File: src/rtl/osc_mix_pkg.sv
// Shared widths and the output clamp for the oscillator voice mixer.
package osc_mix_pkg;
  localparam int SAMPLE_W   = 17;
  localparam int LEVEL_W    = 10;
  localparam int OUT_W      = 16;
  localparam int LEVEL_FRAC = 10;
  localparam int PROD_W     = SAMPLE_W + LEVEL_W + 1;

  function automatic logic signed [OUT_W-1:0] sat16(input logic signed [31:0] x);
    if (x > 32'sd32767)
      return 16'sh7fff;
    else if (x < -32'sd32768)
      return 16'sh8000;
    else
      return x[OUT_W-1:0];
  endfunction
endpackage

File: src/rtl/osc_voice_mixer_if.sv
// Slot stream in, voice and master-mix strobes out; master = slot producer/consumer, slave = mixer.
interface osc_voice_mixer_if #(
  parameter int VOICES  = 8,
  parameter int V_WIDTH = 3,
  parameter int O_WIDTH = 2
);
  import osc_mix_pkg::*;

  logic                       slot_valid;
  logic signed [SAMPLE_W-1:0] sine_in;
  logic [LEVEL_W-1:0]         env_level;
  logic [V_WIDTH-1:0]         vx;
  logic [O_WIDTH-1:0]         ox;
  logic [VOICES-1:0]          voice_free;
  logic signed [OUT_W-1:0]    voice_out;
  logic [V_WIDTH-1:0]         voice_idx;
  logic                       voice_valid;
  logic signed [OUT_W-1:0]    mix_out;
  logic                       mix_valid;

  modport master (
    output slot_valid, sine_in, env_level, vx, ox, voice_free,
    input  voice_out, voice_idx, voice_valid, mix_out, mix_valid
  );

  modport slave (
    input  slot_valid, sine_in, env_level, vx, ox, voice_free,
    output voice_out, voice_idx, voice_valid, mix_out, mix_valid
  );
endinterface

File: src/rtl/sat_shift.sv
// Arithmetic right shift followed by a clamp to the signed output range.
module sat_shift
  import osc_mix_pkg::*;
#(
  parameter int IN_W  = 19,
  parameter int SHIFT = 2
) (
  input  logic signed [IN_W-1:0]  din,
  output logic signed [OUT_W-1:0] dout
);
  logic signed [IN_W-1:0] shifted;

  always_comb begin
    shifted = din >>> SHIFT;
    dout    = sat16(32'(shifted));
  end
endmodule

File: src/rtl/osc_voice_mixer.sv
// Envelope-scales time-multiplexed oscillator samples, sums them per voice, then sums voices per frame.
// Three register stages advancing on valid slots only; no backpressure.
module osc_voice_mixer
  import osc_mix_pkg::*;
#(
  parameter int VOICES      = 8,
  parameter int V_OSC       = 4,
  parameter int V_WIDTH     = 3,
  parameter int O_WIDTH     = 2,
  parameter int VOICE_SHIFT = 2,
  parameter int MIX_SHIFT   = 3
) (
  input logic               sCLK_XVXENVS,
  input logic               reset_reg_N,
  osc_voice_mixer_if.slave  bus
);
  localparam int VACC_W = SAMPLE_W + O_WIDTH;
  localparam int MACC_W = OUT_W + V_WIDTH;
  localparam logic [O_WIDTH-1:0] LAST_OX = O_WIDTH'(V_OSC - 1);
  localparam logic [V_WIDTH-1:0] LAST_V  = V_WIDTH'(VOICES - 1);

  logic                       s1_vld, s1_free;
  logic signed [SAMPLE_W-1:0] s1_sine;
  logic [LEVEL_W-1:0]         s1_level;
  logic [V_WIDTH-1:0]         s1_vx;
  logic [O_WIDTH-1:0]         s1_ox;

  logic                       s2_vld;
  logic signed [SAMPLE_W-1:0] s2_term;
  logic [V_WIDTH-1:0]         s2_vx;
  logic [O_WIDTH-1:0]         s2_ox;

  logic signed [VACC_W-1:0]   vacc, vsum_next;
  logic signed [MACC_W-1:0]   macc, macc_base, macc_next;
  logic [O_WIDTH-1:0]         exp_ox;
  logic [V_WIDTH-1:0]         cur_vx;
  logic                       seq_ok, ok_next, done;
  logic signed [OUT_W-1:0]    voice_sat, mix_sat;

  always_ff @(posedge sCLK_XVXENVS or negedge reset_reg_N) begin
    if (!reset_reg_N) begin
      s1_vld   <= 1'b0;
      s1_free  <= 1'b0;
      s1_sine  <= '0;
      s1_level <= '0;
      s1_vx    <= '0;
      s1_ox    <= '0;
    end else begin
      s1_vld <= bus.slot_valid;
      if (bus.slot_valid) begin
        s1_free  <= bus.voice_free[bus.vx];
        s1_sine  <= bus.sine_in;
        s1_level <= bus.env_level;
        s1_vx    <= bus.vx;
        s1_ox    <= bus.ox;
      end
    end
  end

  // Level is zero-extended so 1023 stays positive; the product is Q.10 and always fits 17 bits after the shift.
  always_ff @(posedge sCLK_XVXENVS or negedge reset_reg_N) begin
    if (!reset_reg_N) begin
      s2_vld  <= 1'b0;
      s2_term <= '0;
      s2_vx   <= '0;
      s2_ox   <= '0;
    end else begin
      s2_vld <= s1_vld;
      if (s1_vld) begin
        s2_term <= s1_free ? '0 :
                   SAMPLE_W'((PROD_W'(s1_sine) * PROD_W'($signed({1'b0, s1_level}))) >>> LEVEL_FRAC);
        s2_vx   <= s1_vx;
        s2_ox   <= s1_ox;
      end
    end
  end

  // A voice completes only if its oscillators arrived in order for one voice since the last ox==0.
  always_comb begin
    vsum_next = (s2_ox == '0) ? VACC_W'(s2_term) : vacc + VACC_W'(s2_term);
    ok_next   = (s2_ox == '0) || (seq_ok && s2_ox == exp_ox && s2_vx == cur_vx);
    done      = s2_vld && ok_next && (s2_ox == LAST_OX);
    macc_base = (s2_vx == '0) ? '0 : macc;
    macc_next = macc_base + MACC_W'(voice_sat);
  end

  sat_shift #(.IN_W(VACC_W), .SHIFT(VOICE_SHIFT)) u_voice_sat (.din(vsum_next), .dout(voice_sat));
  sat_shift #(.IN_W(MACC_W), .SHIFT(MIX_SHIFT))   u_mix_sat   (.din(macc_next), .dout(mix_sat));

  always_ff @(posedge sCLK_XVXENVS or negedge reset_reg_N) begin
    if (!reset_reg_N) begin
      vacc            <= '0;
      macc            <= '0;
      exp_ox          <= '0;
      cur_vx          <= '0;
      seq_ok          <= 1'b0;
      bus.voice_out   <= '0;
      bus.voice_idx   <= '0;
      bus.voice_valid <= 1'b0;
      bus.mix_out     <= '0;
      bus.mix_valid   <= 1'b0;
    end else begin
      bus.voice_valid <= 1'b0;
      bus.mix_valid   <= 1'b0;
      if (s2_vld) begin
        vacc   <= vsum_next;
        exp_ox <= s2_ox + O_WIDTH'(1);
        cur_vx <= s2_vx;
        seq_ok <= ok_next && (s2_ox != LAST_OX);
      end
      if (done) begin
        bus.voice_out   <= voice_sat;
        bus.voice_idx   <= s2_vx;
        bus.voice_valid <= 1'b1;
        macc            <= macc_next;
        if (s2_vx == LAST_V) begin
          bus.mix_out   <= mix_sat;
          bus.mix_valid <= 1'b1;
        end
      end
    end
  end
endmodule

File: src/flat_wrapper.sv
// flat-port wrapper written by rule: the top's interface ports become plain ports
module osc_voice_mixer_flat import osc_mix_pkg::*;
#(
  parameter int VOICES      = 8,
  parameter int V_OSC       = 4,
  parameter int V_WIDTH     = 3,
  parameter int O_WIDTH     = 2,
  parameter int VOICE_SHIFT = 2,
  parameter int MIX_SHIFT   = 3
)
  (sCLK_XVXENVS, reset_reg_N, bus_slot_valid, bus_sine_in, bus_env_level, bus_vx, bus_ox, bus_voice_free, bus_voice_out, bus_voice_idx, bus_voice_valid, bus_mix_out, bus_mix_valid);
  osc_voice_mixer_if #(.VOICES(VOICES), .V_WIDTH(V_WIDTH), .O_WIDTH(O_WIDTH)) bus_i ();
  input logic sCLK_XVXENVS;
  input logic reset_reg_N;
  input wire logic [$bits(bus_i.slot_valid)-1:0] bus_slot_valid;
  input wire logic [$bits(bus_i.sine_in)-1:0] bus_sine_in;
  input wire logic [$bits(bus_i.env_level)-1:0] bus_env_level;
  input wire logic [$bits(bus_i.vx)-1:0] bus_vx;
  input wire logic [$bits(bus_i.ox)-1:0] bus_ox;
  input wire logic [$bits(bus_i.voice_free)-1:0] bus_voice_free;
  output wire logic [$bits(bus_i.voice_out)-1:0] bus_voice_out;
  output wire logic [$bits(bus_i.voice_idx)-1:0] bus_voice_idx;
  output wire logic [$bits(bus_i.voice_valid)-1:0] bus_voice_valid;
  output wire logic [$bits(bus_i.mix_out)-1:0] bus_mix_out;
  output wire logic [$bits(bus_i.mix_valid)-1:0] bus_mix_valid;
  assign bus_i.slot_valid = bus_slot_valid;
  assign bus_i.sine_in = bus_sine_in;
  assign bus_i.env_level = bus_env_level;
  assign bus_i.vx = bus_vx;
  assign bus_i.ox = bus_ox;
  assign bus_i.voice_free = bus_voice_free;
  assign bus_voice_out = bus_i.voice_out;
  assign bus_voice_idx = bus_i.voice_idx;
  assign bus_voice_valid = bus_i.voice_valid;
  assign bus_mix_out = bus_i.mix_out;
  assign bus_mix_valid = bus_i.mix_valid;
  osc_voice_mixer #(.VOICES(VOICES), .V_OSC(V_OSC), .V_WIDTH(V_WIDTH), .O_WIDTH(O_WIDTH), .VOICE_SHIFT(VOICE_SHIFT), .MIX_SHIFT(MIX_SHIFT)) u_core (.sCLK_XVXENVS(sCLK_XVXENVS), .reset_reg_N(reset_reg_N), .bus(bus_i));
endmodule
File: config.mk
export PLATFORM = sky130hd
export DESIGN_NAME = osc_voice_mixer_flat
export DESIGN_NICKNAME = d
export VERILOG_FILES = /design/src/rtl/osc_mix_pkg.sv /design/src/rtl/osc_voice_mixer_if.sv /design/src/rtl/sat_shift.sv /design/src/rtl/osc_voice_mixer.sv /design/src/flat_wrapper.sv
export SDC_FILE = /design/constraint.sdc
export NUM_CORES = 1
export LEC_CHECK = 0
export ABC_CLOCK_PERIOD_IN_PS = 9820
export BUFFER_PORTS_ARGS = -buffer_cell sky130_fd_sc_hd__buf_2
export CAP_MARGIN = 30
export CORE_UTILIZATION = 35
export CTS_CLUSTER_DIAMETER = 80
export DETAILED_ROUTE_END_ITERATION = 12
export PLACE_DENSITY = 0.54
export RECOVER_POWER = 100
export SYNTH_ARGS = -nofsm -noshare
export SYNTH_HDL_FRONTEND = slang
export SYNTH_HIERARCHICAL = 1
export SYNTH_SLANG_ARGS = --single-unit
export TNS_END_PERCENT = 20
File: constraint.sdc
create_clock -name sCLK_XVXENVS -period 9.82 [get_ports sCLK_XVXENVS]
set_input_delay 0.491 -clock sCLK_XVXENVS [delete_from_list [all_inputs] [get_ports sCLK_XVXENVS]]
set_output_delay 0.491 -clock sCLK_XVXENVS [all_outputs]
set_load 0.005 [all_outputs]
==> run metrics <==
status=finished, violations left; failing checks=capacitance limit, slew limit; Clock Pin Slew Worst Setup and Hold Paths=0.07 ns; initial antenna violation count=0; Post-Syn Area=0.0137 mm2; Setup Viol. Count Final=0; Buf/Inv on CP=2; Cells after Synth=1468; Avg Cell Area, Syn=9.35 um2; Final period util=68.5%; delay-heaviest family, CP=compound AO/OA/AOI/OAI gates; worst-path maximum fanout=23; CP cell instances=ha_1 > inv_1 > fa_1 > nor2b_1 > o31a_1 > o31ai_1 > nand2_1 > a31oi_1 > o21a_1 > a21oi_1 > a211oi_4 > clkbuf_1 > o21ai_0 > ha_1 > a21o_1 > nand2_1 > a21oi_1 > a211oi_1 > o41ai_1 > nand3b_1 > nand3_1 > mux2_1; Crit-path slowest cell=clkbuf_1; core area=0.0386 mm2; Clock Sinks=138; Total Neg Setup Slack=0 ns; Synth Net Count=1757; Fmax achieved=0.149 GHz; vias per cell=4.81; drt drc=0; max incr delay on CP=0.98 ns; placed inst area=0.0145 mm2; IO Port Bufs=79; H-tree Lvls=4; CP startpoint kind=register; first-pass GRT wire length=50.8 mm; HPWL after DPL=23.8 mm; First-pass DRT Iterations=5; Fin. Hold Viols=0; PostCTS Resize Cnt=0; vias=9748; Hold Buf Count CTS=0; Worst Hold Class=input port to register; Multi-input gate area=0.00912 mm2; RePlAce Congestion=0.819; worst hold margin=0.273 ns; clk_skew=0.0130 ns; Worst slew margin=-212%; number of fill cells=3905; vias in the first global route=9809; area grow syn2layout=9.39%; Die W=200 um; # rows=72; DRT Wirelength=30.8 mm; ANT cells=0; Worst EP arrival=7.04 ns; CTS tree=built; later-pin clock latency in the skew report=0.44 ns; GRT Total Usage=16.3%; drt initial violations=578; # nets final=1784; register area=0.00345 mm2; layout cells sized above 1=11.3%; max_cap viols=5; Placed Cells=1994; global route overflow=0; critical path type=register to register; Clock Path Buffers=2; Post-CTS Setup Inserts=0; Syn. warnings=6; final antenna-violating net count=0; CTS Buf Count=17; min cycle time layout=6.73 ns; max-slew violations=253; data required time of the worst path=10.14 ns; WL per Instance=15.2 um; Ports=80; RSZ-0062 raised after global routing=no; fin cells=2025; die area=0.0400 mm2; Initial Util=35.5%; largest net degree at the start of global routing=85; post-route cell area=0.0150 mm2; root buffer cell=clkbuf_16; Worst Max-Slew Pin Slew=4.68 ns; Worst setup EP type=register; Die Span Y=200 um
-- layer usage --
metal	global-route usage [%]	part of all wire, %	vias up
li1	-	-	4773
met1	22.5	50	4830
met2	26.1	46	121
met3	3.04	3.1	24
met4	4.50	1.5	0
met5	0	0	-
-- final cells by class --
cell class                      count  share of cell area [%]
Multi-Input combinational cell   1034                    60.7
Sequential cell                   138                    23.0
Inverter                          217                    5.42
Tap cell                          518                    4.31
Clock buffer                       20                    3.04
Timing Repair Buffer               87                    2.60
Clock inverter                     11                   0.916
-- placed cells by master (no fill, tap or decap), drive strengths merged, types with 11 or more instances in the layout --
cell type / n
ha: 95
and2: 76
nand2b: 12
nor2: 53
nand2: 226
fa: 151
a211oi: 11
xor2: 15
a21oi: 39
nand3: 21
inv: 220
dfrtp: 138
clkbuf: 62
o21ai: 57
xnor2: 30
buf: 45
nor2b: 24
mux2: 83
a21o: 17
-- state kept, by name (all words and copies together) (netlist names), 2 cells and up --
name / count
u_core/exp_ox: 2
u_core/s1_sine: 17
u_core/bus.voice_out: 16
u_core/s1_vx: 3
u_core/s2_term: 17
u_core/s1_ox: 2
u_core/vacc: 19
u_core/bus.voice_idx: 3
u_core/cur_vx: 3
u_core/s2_vx: 3
u_core/s2_ox: 2
u_core/macc: 19
u_core/bus.mix_out: 16
u_core/s1_level: 10
-- path summary, 6_finish.rpt --
kind                                               start                            endpoint  slack [ns]  depth (start not counted)
max                        u_core/s2_term[0]$_DFFE_PN0P_  u_core/bus.mix_out[14]$_DFFE_PN0P_        3.09                         22
max in group asynchronous                    reset_reg_N        u_core/cur_vx[0]$_DFFE_PN0P_        3.62                          2
min in group asynchronous                    reset_reg_N          u_core/vacc[5]$_DFFE_PN0P_        1.72                          1
min reg2reg                   u_core/macc[3]$_DFFE_PN0P_          u_core/macc[3]$_DFFE_PN0P_        0.47                          2
min                                     bus_env_level[9]      u_core/s1_level[9]$_DFFE_PN0P_        0.27                          2
max reg2reg                u_core/s2_term[0]$_DFFE_PN0P_  u_core/bus.mix_out[14]$_DFFE_PN0P_        3.09                         22
-- through the flow --
step                util [%]  setup WS (ns)
global route            38.9           2.10
detailed placement      37.6           4.05
CTS                     39.2           4.04
global placement        37.6           4.11
finish                  38.9           3.09
floorplan                  -           4.33
-- worst register-to-register path, cell delays in order (launching register included) --
cell and delay [ns]:
dfrtp_1 0.40, ha_1 0.24, inv_1 0.08, fa_1 0.21, nor2b_1 0.07, o31a_1 0.27
o31ai_1 0.29, nand2_1 0.16, a31oi_1 0.32, o21a_1 0.27, a21oi_1 0.09, a211oi_4 0.20
clkbuf_1 0.98, o21ai_0 0.40, ha_1 0.38, a21o_1 0.14, nand2_1 0.06, a21oi_1 0.31
a211oi_1 0.17, o41ai_1 0.95, nand3b_1 0.21, nand3_1 0.12, mux2_1 0.30
Power is left out: the tool's default activity adds up to more than one toggle a clock period on the data nets, which glitch-free logic cannot reach.
